## config.mk

```make
export PLATFORM = sky130hd
export DESIGN_NAME = point_accumulator_flat
export DESIGN_NICKNAME = d
export VERILOG_FILES = /design/src/rtl/raman_pkg.sv /design/src/rtl/point_accumulator_if.sv /design/src/rtl/acc_ram.sv /design/src/rtl/point_accumulator.sv /design/src/flat_wrapper.sv
export SDC_FILE = /design/constraint.sdc
export NUM_CORES = 1
export LEC_CHECK = 0
export BUFFER_PORTS_ARGS = -buffer_cell sky130_fd_sc_hd__buf_4
export CAP_MARGIN = 40
export CELL_PAD_IN_SITES_DETAIL_PLACEMENT = 1
export CELL_PAD_IN_SITES_GLOBAL_PLACEMENT = 2
export CORE_MARGIN = 3
export CORE_UTILIZATION = 45
export DETAILED_ROUTE_END_ITERATION = 10
export GPL_TIMING_DRIVEN = 0
export PLACE_DENSITY_LB_ADDON = 0.25
export SLEW_MARGIN = 10
export SYNTH_ARGS = -nofsm -noshare
export SYNTH_HDL_FRONTEND = slang
export SYNTH_SLANG_ARGS = --single-unit
```

## constraint.sdc

```tcl
create_clock -name clk -period 6.8 [get_ports clk]
set_input_delay 0.68 -clock clk [delete_from_list [all_inputs] [get_ports clk]]
set_output_delay 0.68 -clock clk [all_outputs]
set_load 0.02 [all_outputs]
```

## src/rtl/raman_pkg.sv

```systemverilog
// Shared widths, FSM state encoding and a sizing helper for the point accumulator.
package raman_pkg;

    localparam int DATA_W = 14;
    localparam int SUM_W  = DATA_W + 17;
    localparam int IDX_W  = 11;

    typedef enum logic [1:0] {
        IDLE = 2'd0,
        ACC  = 2'd1,
        DUMP = 2'd2
    } state_e;

    // Address width for a table of 'depth' entries, never narrower than one bit.
    function automatic int addr_width(input int depth);
        return (depth > 1) ? $clog2(depth) : 1;
    endfunction

endpackage

```

## src/rtl/point_accumulator_if.sv

```systemverilog
// Summed-point output stream: valid/ready handshake carrying a sum and its point index.
interface point_accumulator_if
    import raman_pkg::*;
#(
    parameter int DW = SUM_W,
    parameter int IW = IDX_W
);

    logic          out_valid;
    logic          out_ready;
    logic [DW-1:0] out_data;
    logic [IW-1:0] out_index;

    modport master (
        output out_valid,
        output out_data,
        output out_index,
        input  out_ready
    );

    modport slave (
        input  out_valid,
        input  out_data,
        input  out_index,
        output out_ready
    );

endinterface

```

## src/rtl/acc_ram.sv

```systemverilog
// Simple dual-port accumulation RAM: one write port, one registered read port.
module acc_ram
    import raman_pkg::*;
#(
    parameter int DEPTH  = 11,
    parameter int WIDTH  = SUM_W,
    parameter int ADDR_W = addr_width(DEPTH)
) (
    input  logic              clk,
    input  logic              wr_en,
    input  logic [ADDR_W-1:0] wr_addr,
    input  logic [WIDTH-1:0]  wr_data,
    input  logic [ADDR_W-1:0] rd_addr,
    output logic [WIDTH-1:0]  rd_data
);

    logic [WIDTH-1:0] mem [DEPTH];
    logic [WIDTH-1:0] rd_data_q;

    // Write port and registered read; a same-cycle read returns the old contents.
    // NOTE: the array has no reset: sweep 0 overwrites every entry before it is read,
    // and a reset term would stop the array mapping onto a RAM macro.
    always_ff @(posedge clk) begin
        if (wr_en) begin
            mem[wr_addr] <= wr_data;
        end
        rd_data_q <= mem[rd_addr];
    end

    assign rd_data = rd_data_q;

endmodule

```

## src/rtl/point_accumulator.sv

```systemverilog
// Point accumulator: sums MEASURES sweeps of POINTS+1 samples into a RAM, then
// streams the per-point sums out over a valid/ready interface.
module point_accumulator #(
    parameter int POINTS   = 10,
    parameter int MEASURES = 100,
    parameter int DATA_W   = raman_pkg::DATA_W
) (
    input  logic                clk,
    input  logic                rst,
    input  logic                rdreq,
    input  logic [DATA_W-1:0]   data_in,
    point_accumulator_if.master out_if,
    output logic                busy,
    output logic                frame_done,
    output logic                ovf_err
);

    import raman_pkg::state_e;
    import raman_pkg::IDLE;
    import raman_pkg::ACC;
    import raman_pkg::DUMP;
    import raman_pkg::IDX_W;
    import raman_pkg::addr_width;

    localparam int SUM_W  = DATA_W + 17;
    localparam int ADDR_W = addr_width(POINTS + 1);
    localparam int SW_W   = addr_width(MEASURES + 1);

    localparam logic [IDX_W-1:0] LAST_PT = IDX_W'(POINTS);
    localparam logic [SW_W-1:0]  LAST_SW = SW_W'(MEASURES);
    localparam logic [1:0]       GAP_MIN = 2'd2;

    // Control state
    state_e             state_q, state_d;
    logic               smp_v_q, smp_v_d;
    logic [IDX_W-1:0]   pt_q, pt_d;
    logic [SW_W-1:0]    sw_q, sw_d;
    logic [1:0]         gap_q, gap_d;
    logic [IDX_W-1:0]   dump_idx_q, dump_idx_d;
    logic               out_valid_q, out_valid_d;
    logic               frame_done_q, frame_done_d;
    logic               ovf_err_q, ovf_err_d;

    // Read-modify-write pipeline
    logic               s1_v_q, s1_v_d;
    logic               s1_first_q, s1_first_d;
    logic [ADDR_W-1:0]  s1_addr_q, s1_addr_d;
    logic [DATA_W-1:0]  s1_data_q, s1_data_d;
    logic               fwd_v_q, fwd_v_d;
    logic [ADDR_W-1:0]  fwd_addr_q, fwd_addr_d;
    logic [SUM_W-1:0]   fwd_data_q, fwd_data_d;
    logic [SUM_W-1:0]   rmw_base;

    // RAM ports
    logic               ram_we;
    logic [ADDR_W-1:0]  ram_waddr;
    logic [SUM_W-1:0]   ram_wdata;
    logic [ADDR_W-1:0]  ram_raddr;
    logic [SUM_W-1:0]   ram_rdata;

    // Per-cycle event decode
    logic               accept;
    logic               dump_last;
    logic               take;
    logic               drop;
    logic               close_sweep;
    logic               early;

    acc_ram #(
        .DEPTH  (POINTS + 1),
        .WIDTH  (SUM_W),
        .ADDR_W (ADDR_W)
    ) u_acc_ram (
        .clk     (clk),
        .wr_en   (ram_we),
        .wr_addr (ram_waddr),
        .wr_data (ram_wdata),
        .rd_addr (ram_raddr),
        .rd_data (ram_rdata)
    );

    // Classify the current sample and the output handshake.
    // NOTE: every combinational output gets a default before any branch, so no
    // path leaves a signal unassigned and no latch is inferred.
    always_comb begin
        smp_v_d     = rdreq;
        accept      = out_valid_q & out_if.out_ready;
        dump_last   = (dump_idx_q == LAST_PT);
        take        = 1'b0;
        if (smp_v_q) begin
            if (state_q == IDLE) begin
                take = 1'b1;
            end else if ((state_q == ACC) && (sw_q != LAST_SW)) begin
                take = 1'b1;
            end
        end
        drop        = smp_v_q & ~take;
        close_sweep = take & (pt_q == LAST_PT);
        early       = take && (state_q == ACC) && (pt_q == '0) &&
                      (sw_q != '0) && (gap_q != GAP_MIN);
    end

    // Next-state logic: start on the first sample, dump once all sweeps are in.
    always_comb begin
        state_d = state_q;
        unique case (state_q)
            IDLE:    if (take) state_d = ACC;
            ACC:     if (sw_q == LAST_SW) state_d = DUMP;
            DUMP:    if (accept && dump_last) state_d = IDLE;
            default: state_d = IDLE;
        endcase
    end

    // Point, sweep and inter-sweep gap counters.
    always_comb begin
        pt_d  = pt_q;
        sw_d  = sw_q;
        gap_d = gap_q;
        if (close_sweep) begin
            pt_d  = '0;
            sw_d  = sw_q + SW_W'(1);
            gap_d = '0;
        end else begin
            if (take) begin
                pt_d = pt_q + IDX_W'(1);
            end
            if (!smp_v_q && (gap_q != GAP_MIN)) begin
                gap_d = gap_q + 2'd1;
            end
        end
        if ((state_q == DUMP) && accept && dump_last) begin
            pt_d = '0;
            sw_d = '0;
        end
    end

    // Accumulate path: capture sample, then write overwrite/sum one cycle later.
    // A write to the address being read back on the next sample is forwarded,
    // which only matters when a sweep is a single point long.
    always_comb begin
        s1_v_d     = take;
        s1_first_d = (sw_q == '0);
        s1_addr_d  = pt_q[ADDR_W-1:0];
        s1_data_d  = data_in;
        rmw_base   = (fwd_v_q && (fwd_addr_q == s1_addr_q)) ? fwd_data_q : ram_rdata;
        ram_we     = s1_v_q;
        ram_waddr  = s1_addr_q;
        ram_wdata  = s1_first_q ? SUM_W'(s1_data_q) : rmw_base + SUM_W'(s1_data_q);
        fwd_v_d    = s1_v_q;
        fwd_addr_d = s1_addr_q;
        fwd_data_d = ram_wdata;
    end

    // Dump sequencing; the RAM reads the upcoming index so data tracks the index.
    always_comb begin
        dump_idx_d   = dump_idx_q;
        out_valid_d  = 1'b0;
        frame_done_d = 1'b0;
        if (state_q == DUMP) begin
            out_valid_d = ~(accept & dump_last);
            if (accept) begin
                dump_idx_d   = dump_last ? '0 : dump_idx_q + IDX_W'(1);
                frame_done_d = dump_last;
            end
        end
        ram_raddr = (state_q == DUMP) ? dump_idx_d[ADDR_W-1:0] : pt_q[ADDR_W-1:0];
    end

    // Sticky error: dropped sample or sweep started too soon after the last one.
    always_comb begin
        ovf_err_d = ovf_err_q | drop | early;
    end

    // Control registers with synchronous reset.
    // NOTE: state uses non-blocking assignments so every flop samples the
    // pre-edge values, independent of statement order.
    always_ff @(posedge clk) begin
        if (rst) begin
            state_q      <= IDLE;
            smp_v_q      <= 1'b0;
            pt_q         <= '0;
            sw_q         <= '0;
            gap_q        <= GAP_MIN;
            s1_v_q       <= 1'b0;
            fwd_v_q      <= 1'b0;
            dump_idx_q   <= '0;
            out_valid_q  <= 1'b0;
            frame_done_q <= 1'b0;
            ovf_err_q    <= 1'b0;
        end else begin
            state_q      <= state_d;
            smp_v_q      <= smp_v_d;
            pt_q         <= pt_d;
            sw_q         <= sw_d;
            gap_q        <= gap_d;
            s1_v_q       <= s1_v_d;
            fwd_v_q      <= fwd_v_d;
            dump_idx_q   <= dump_idx_d;
            out_valid_q  <= out_valid_d;
            frame_done_q <= frame_done_d;
            ovf_err_q    <= ovf_err_d;
        end
    end

    // Pipeline payload registers; qualified by the reset valid bits above.
    always_ff @(posedge clk) begin
        s1_first_q <= s1_first_d;
        s1_addr_q  <= s1_addr_d;
        s1_data_q  <= s1_data_d;
        fwd_addr_q <= fwd_addr_d;
        fwd_data_q <= fwd_data_d;
    end

    assign out_if.out_valid = out_valid_q;
    assign out_if.out_data  = out_valid_q ? ram_rdata : '0;
    assign out_if.out_index = dump_idx_q;
    assign busy             = (state_q == DUMP);
    assign frame_done       = frame_done_q;
    assign ovf_err          = ovf_err_q;

endmodule

```

## src/flat_wrapper.sv

```systemverilog
// flat-port wrapper written by rule: the top's interface ports become plain ports
module point_accumulator_flat import raman_pkg::state_e; import raman_pkg::IDLE; import raman_pkg::ACC; import raman_pkg::DUMP; import raman_pkg::IDX_W; import raman_pkg::addr_width;
#(
    parameter int POINTS   = 10,
    parameter int MEASURES = 100,
    parameter int DATA_W   = raman_pkg::DATA_W
)
  (clk, rst, rdreq, data_in, busy, frame_done, ovf_err, out_if_out_valid, out_if_out_data, out_if_out_index, out_if_out_ready);
  point_accumulator_if out_if_i ();
  input  logic clk;
  input  logic rst;
  input  logic rdreq;
  input  logic [DATA_W-1:0] data_in;
  output logic busy;
  output logic frame_done;
  output logic ovf_err;
  output wire logic [$bits(out_if_i.out_valid)-1:0] out_if_out_valid;
  output wire logic [$bits(out_if_i.out_data)-1:0] out_if_out_data;
  output wire logic [$bits(out_if_i.out_index)-1:0] out_if_out_index;
  input wire logic [$bits(out_if_i.out_ready)-1:0] out_if_out_ready;
  assign out_if_out_valid = out_if_i.out_valid;
  assign out_if_out_data = out_if_i.out_data;
  assign out_if_out_index = out_if_i.out_index;
  assign out_if_i.out_ready = out_if_out_ready;
  point_accumulator #(.POINTS(POINTS), .MEASURES(MEASURES), .DATA_W(DATA_W)) u_core (.clk(clk), .rst(rst), .rdreq(rdreq), .data_in(data_in), .out_if(out_if_i), .busy(busy), .frame_done(frame_done), .ovf_err(ovf_err));
endmodule
```

---- Word level (Yosys, flattened, before mapping) ----
Memory sizes are Yosys's and may differ from the RTL's. A register that Yosys moved wholly into a read port is not among the register bits.
Cells that the tools add are included.
storage, ports and cells
  register bits ........................... 93
  bits in writable memories ............... 341
  logic and storage cells ................. 86
  memories ................................ 1
cells by class
  add/subtract/negate cells ............... 5
  equal/unequal tests ..................... 11
  muxes and demuxes ....................... 18
  bitwise gates (word level) .............. 10
  reduce and logical (&&, ||, !) cells .... 23
memories
  name                  words  bits a word  read ports  clocked after memory_dff  wr ports  RTL line       RTL
  u_core.u_acc_ram.mem  11     31           1           1                         1         acc_ram.sv:17  logic [WIDTH-1:0] mem [DEPTH];
operators with widths
  operator               number
  $mux 31                3
  $add 31x14->31         1
  $add 11x1->11 const B  2
  $eq 11x4->1 const B    2
  $mux 4                 3
  $logic_not 11->1       1
  $mux 11                1
  $logic_and 1x1->1      10
  $mux 2                 5
  $add 7x1->7 const B    1
  $eq 7x7->1 const B     1
  $logic_not 7->1        1
  $ne 7x7->1 const B     1
  $reduce_bool 7->1      1
  $pmux 2 s3             1
  $reduce_or 2->1        3
  $reduce_or 3->1        2
  $mux 1                 5
  $and 1x1->1            4
  $eq 4x4->1             1
  $ne 2x1->1 const B     2
  $ne 2x2->1 const B     2
  $not 1->1              4
  $reduce_and 3->1       1
  other kinds (8)        9

---- Logic depth before layout (Yosys ltp) ----
  depth after elaboration ................. 10
  depth in mapped cells ................... 16

---- Modules after synthesis ----
From an unflattened synthesis, not the netlist that was laid out.
unflattened totals
  cell total of the unflattened synthesis .. 1327
  area total of the unflattened synthesis .. 19241.0 um^2
by module, submodules not included
  module             instances  cells each  area an instance (um^2)  sequential area each (um^2)
  acc_ram            1          746         14069.7                  10860.4
  point_accumulator  1          581         5171.2                   1861.8

---- Least setup slack after synthesis ----
No wires, ideal clock.
  path kind ............................... register -> register
  start point ............................. register u_core.s1_addr_q[0], in the netlist u_core.fwd_addr_d[0]
  end point ............................... memory u_core.u_acc_ram.mem[0][24] (netlist name) (data pin)
  setup time .............................. 0.297 ns
  data arrival time ....................... 4.406 ns
  slack ................................... 2.098 ns
  stages on the path, launching flop included .. 17
  cell sequence ........................... dfxtp_1 > inv_2 > a222oi_1 > or4b_1 > buf_4 > clkbuf_1 > clkbuf_1 > mux2_2 > ha_1 > fa_1 > a211oi_1 > o21ai_0 > a32oi_1 > o21ai_1 > nand3_2 > nor4_1 > nor3_1
between the ends
  word-level cells in the longest chain between the ends .. 5
ends and longest elaborated chain
  item                       RTL line                  RTL
  start: declaration         point_accumulator.sv:47   logic [ADDR_W-1:0] s1_addr_q, s1_addr_d;
  start signal: assignment   point_accumulator.sv:208  s1_addr_q <= s1_addr_d;
  $eq 4x4->1                 point_accumulator.sv:145  rmw_base = (fwd_v_q && (fwd_addr_q == s1_addr_q)) ? fwd_data_q : ram_rdata;
  $logic_and 1x1->1          point_accumulator.sv:145
  $mux 31                    point_accumulator.sv:145
  $add 31x14->31             point_accumulator.sv:148  ram_wdata = s1_first_q ? SUM_W'(s1_data_q) : rmw_base + SUM_W'(s1_data_q);
  $mux 31                    point_accumulator.sv:148
  via u_core.fwd_data_d[24]  point_accumulator.sv:51   logic [SUM_W-1:0] fwd_data_q, fwd_data_d;
  end: declaration           acc_ram.sv:17
The timed path passes the listed nets, and every way through them passes these cells.

---- Final worst setup path ----
  start point ............................. register u_core.s1_addr_q[1], in the netlist u_core.fwd_addr_d[1]
  end point ............................... memory u_core.u_acc_ram.mem[6][26] (netlist name) (data pin)
Same word-level chain as after synthesis.

==> results_dict.tcl <==
set metrics [dict create \
    status "complete, no violations" \
    hold_viol 0 \
    ir_worst_vdd_mv 0.148 \
    ys_top_cells_by_count "edfxtp_1 (341), mux2_2 (137), dfxtp_1 (124), nand2_1 (119), nor2_1 (68)" \
    cts_setup_buffers 0 \
    globalplace.congestion 0.768 \
    cts_tree "yes" \
    ys_seq_area_share_pct 67.8 \
    slowest_delay_ns 0.71 \
    required_ns 7.04 \
    cp_slowest_cell "o22ai_1" \
    antenna_found_initial 2 \
    antenna_cells 0 \
    drt-initial-drc-count 882 \
    ant_nets 0 \
    numCtsBuffers 49 \
    ys_top_cells_by_area "edfxtp_1 (55%), dfxtp_1 (13%), mux2_2 (8.2%)" \
    max_slew_margin_pct 36.6 \
    synth.most_common_cell "edfxtp_1" \
    dp_cells 1997 \
    power_uw 6270 \
    via_per_inst 5.73 \
    post-route-period-util_pct 93.2 \
    cp_cell_sequence "inv_1 > a222oi_1 > or4b_1 > buf_4 > clkbuf_1 > clkbuf_1 > mux2_2 > ha_1 > fa_1 > a211oi_1 > o21ai_0 > a32oi_1 > o21ai_1 > buf_4 > nand3_1 > xor2_1 > o22ai_1" \
    crit_type "reg2reg" \
    arrival_ns 6.57 \
    rsz0062_at_grt "false" \
    tightest_slew_ns 0.951 \
    synth_top_cell_by_area "edfxtp_1" \
    routed_wl_um 51700 \
    fillers 4084 \
    dp_hpwl_um 34400 \
    postCtsHoldBufs 0 \
    portBuffers 63 \
    first_pass_iters 5 \
    path_buf_inv 5 \
    critPathLaunchType "flop" \
    synth.cell_area_um2 18800 \
    cts_resized 0 \
    fmax_mhz 158 \
    syn_area_per_cell_um2 13.8 \
    end_kind "flop" \
    row_count 74 \
    yosysUniqueCellTypes 70 \
    setup_violations 0 \
    clk_latency_ns 0.58 \
    die_w_um 210 \
    synth-seq-cells 465 \
    synth_top_area_share_pct 54.6 \
    wire_per_inst_um 24.7 \
    grt_max_degree 21 \
    htreeDepth 2 \
    crit_cells 17 \
    grt_usage_pct 23.4 \
    drive_above_1_share_pct 23.5 \
    io_pins 64 \
    via_count 12000 \
    yosys_warnings 0 \
    synth.net_count 1401 \
    max_cap_violations 0 \
    gr-total-overflow 0 \
    utilization_pct 53.9 \
    synth_edf_count 341 \
    clock-skew-final_ns 0.0197 \
    cp_top_family "compound AO/OA/AOI/OAI gates" \
    synthArstFlopShare_pct 0 \
    syn2layout_area_growth_pct 17.9 \
    grt_pass1_wl_um 77900 \
    crit_fanout 12 \
    power_density_nw_per_um2 283 \
    final_nets 1558 \
    ff2ff_path_depth 17 \
    hold_path_class "in2reg" \
    finalNonFillerCells 2090 \
    die_h_um 210 \
    dieArea_um2 44200 \
    period_needed_ns 6.34 \
    grt_pass1_vias 12700 \
    dominantRegCellSynth "edfxtp_1" \
    fp.coreArea_um2 41000 \
    syn_inst 1360 \
    cts_max_path_buffers 3 \
    slew_violations 0 \
    clk_pin_slew_ns 0.06 \
    clkSinkCount 465 \
    remaining_drc_errors 0 \
    initial_core_util_pct 45.7 \
    p_leak_uw 0.00782 \
    cts_root_buf "clkbuf_16" \
    hold_depth 1 \
]
[stage by stage]
stage               TNS, ns  cell area (um2)  worst slack [ns]  hold WS [ns]
finish                    0            22100             0.463         0.198
detailed placement        0            20400             0.402         0.407
CTS                       0            22100             0.335         0.162
global route              0            22100            0.0511         0.179
floorplan                 0            18800              2.10         0.367
global placement     -12.02            19900            -0.367         0.384
[cell usage in the layout (no fill, tap or decap), types with 28 or more instances in the layout]
cell	count
a211oi_1	36
and2_1	35
buf_4	86
clkbuf_1	58
clkbuf_16	52
dfxtp_1	124
edfxtp_1	341
mux2_2	137
nand2_1	119
nand3_1	51
nor2_1	60
o21ai_0	60
o22ai_1	65
xor2_1	28
[worst reg2reg max path, stage by stage, from the launching register on]
cell	delay [ns]
dfxtp_1	0.51
inv_1	0.11
a222oi_1	0.28
or4b_1	0.59
buf_4	0.23
clkbuf_1	0.27
clkbuf_1	0.35
mux2_2	0.36
ha_1	0.22
fa_1	0.45
a211oi_1	0.44
o21ai_0	0.25
a32oi_1	0.59
o21ai_1	0.21
buf_4	0.23
nand3_1	0.11
xor2_1	0.07
o22ai_1	0.71
[cell families after synthesis]
kind of cell | synth area share, %
adders and majority gates | 1.57
buffers and inverters | 1.89
AOI/OAI and AO/OA | 7.75
and+or+nand+nor | 9.43
muxes | 9.47
xor gates and xnor gates | 2.05
DFF | 67.8
[final cells by class]
type,instances,area (um2),area share [%]
tap,532,666,3.01
buffer,64,298,1.35
inverter,15,56.3,0.255
multi-input combinational,816,5750,26.0
clock buffer,75,1450,6.55
clock inverter,17,239,1.08
sequential,465,12700,57.5
timing repair buffer,106,926,4.19
[sequential cells by signal, summed over array words and instances, names as in the netlist, 2 cells and up]
signal,cells
u_core.fwd_addr_d,4
u_core.fwd_addr_q,4
u_core.fwd_data_q,31
u_core.gap_q,2
u_core.out_if.out_index,11
u_core.pt_q,11
u_core.s1_data_q,14
u_core.state_q,2
u_core.sw_q,7
u_core.u_acc_ram.mem,341
u_core.u_acc_ram.rd_data,31
[report_power, final]
| group | internal (uW) | switching [uW] |
|---|---|---|
| registers | 3060 | 36.0 |
| clock network | 1690 | 1090 |
| logic | 153 | 232 |
| total | 4910 | 1360 |
[metal layers]
| metal | share of wire, % | vias to the layer above | GRT usage (%) |
|---|---|---|---|
| li1 | - | 5448 | - |
| met1 | 43 | 6130 | 31.2 |
| met2 | 48 | 287 | 39.2 |
| met3 | 4.7 | 112 | 3.59 |
| met4 | 3.3 | 4 | 8.49 |
| met5 | 0.18 | - | 1.29 |
[path summary, 6_finish.rpt]
check / startpoint / to / slack (ns)
min: data_in[11] / u_core.s1_data_q[11]$_DFF_P_ / 0.20
max: u_core.fwd_addr_d[1]$_DFF_P_ / u_core.u_acc_ram.mem[6][26]$_DFFE_PP_ / 0.46
min reg2reg: u_core.fwd_addr_d[3]$_DFF_P_ / u_core.fwd_addr_q[3]$_DFF_P_ / 0.42
max reg2reg: u_core.fwd_addr_d[1]$_DFF_P_ / u_core.u_acc_ram.mem[6][26]$_DFFE_PP_ / 0.46
Note: power is estimated with default switching activity, not from simulation.
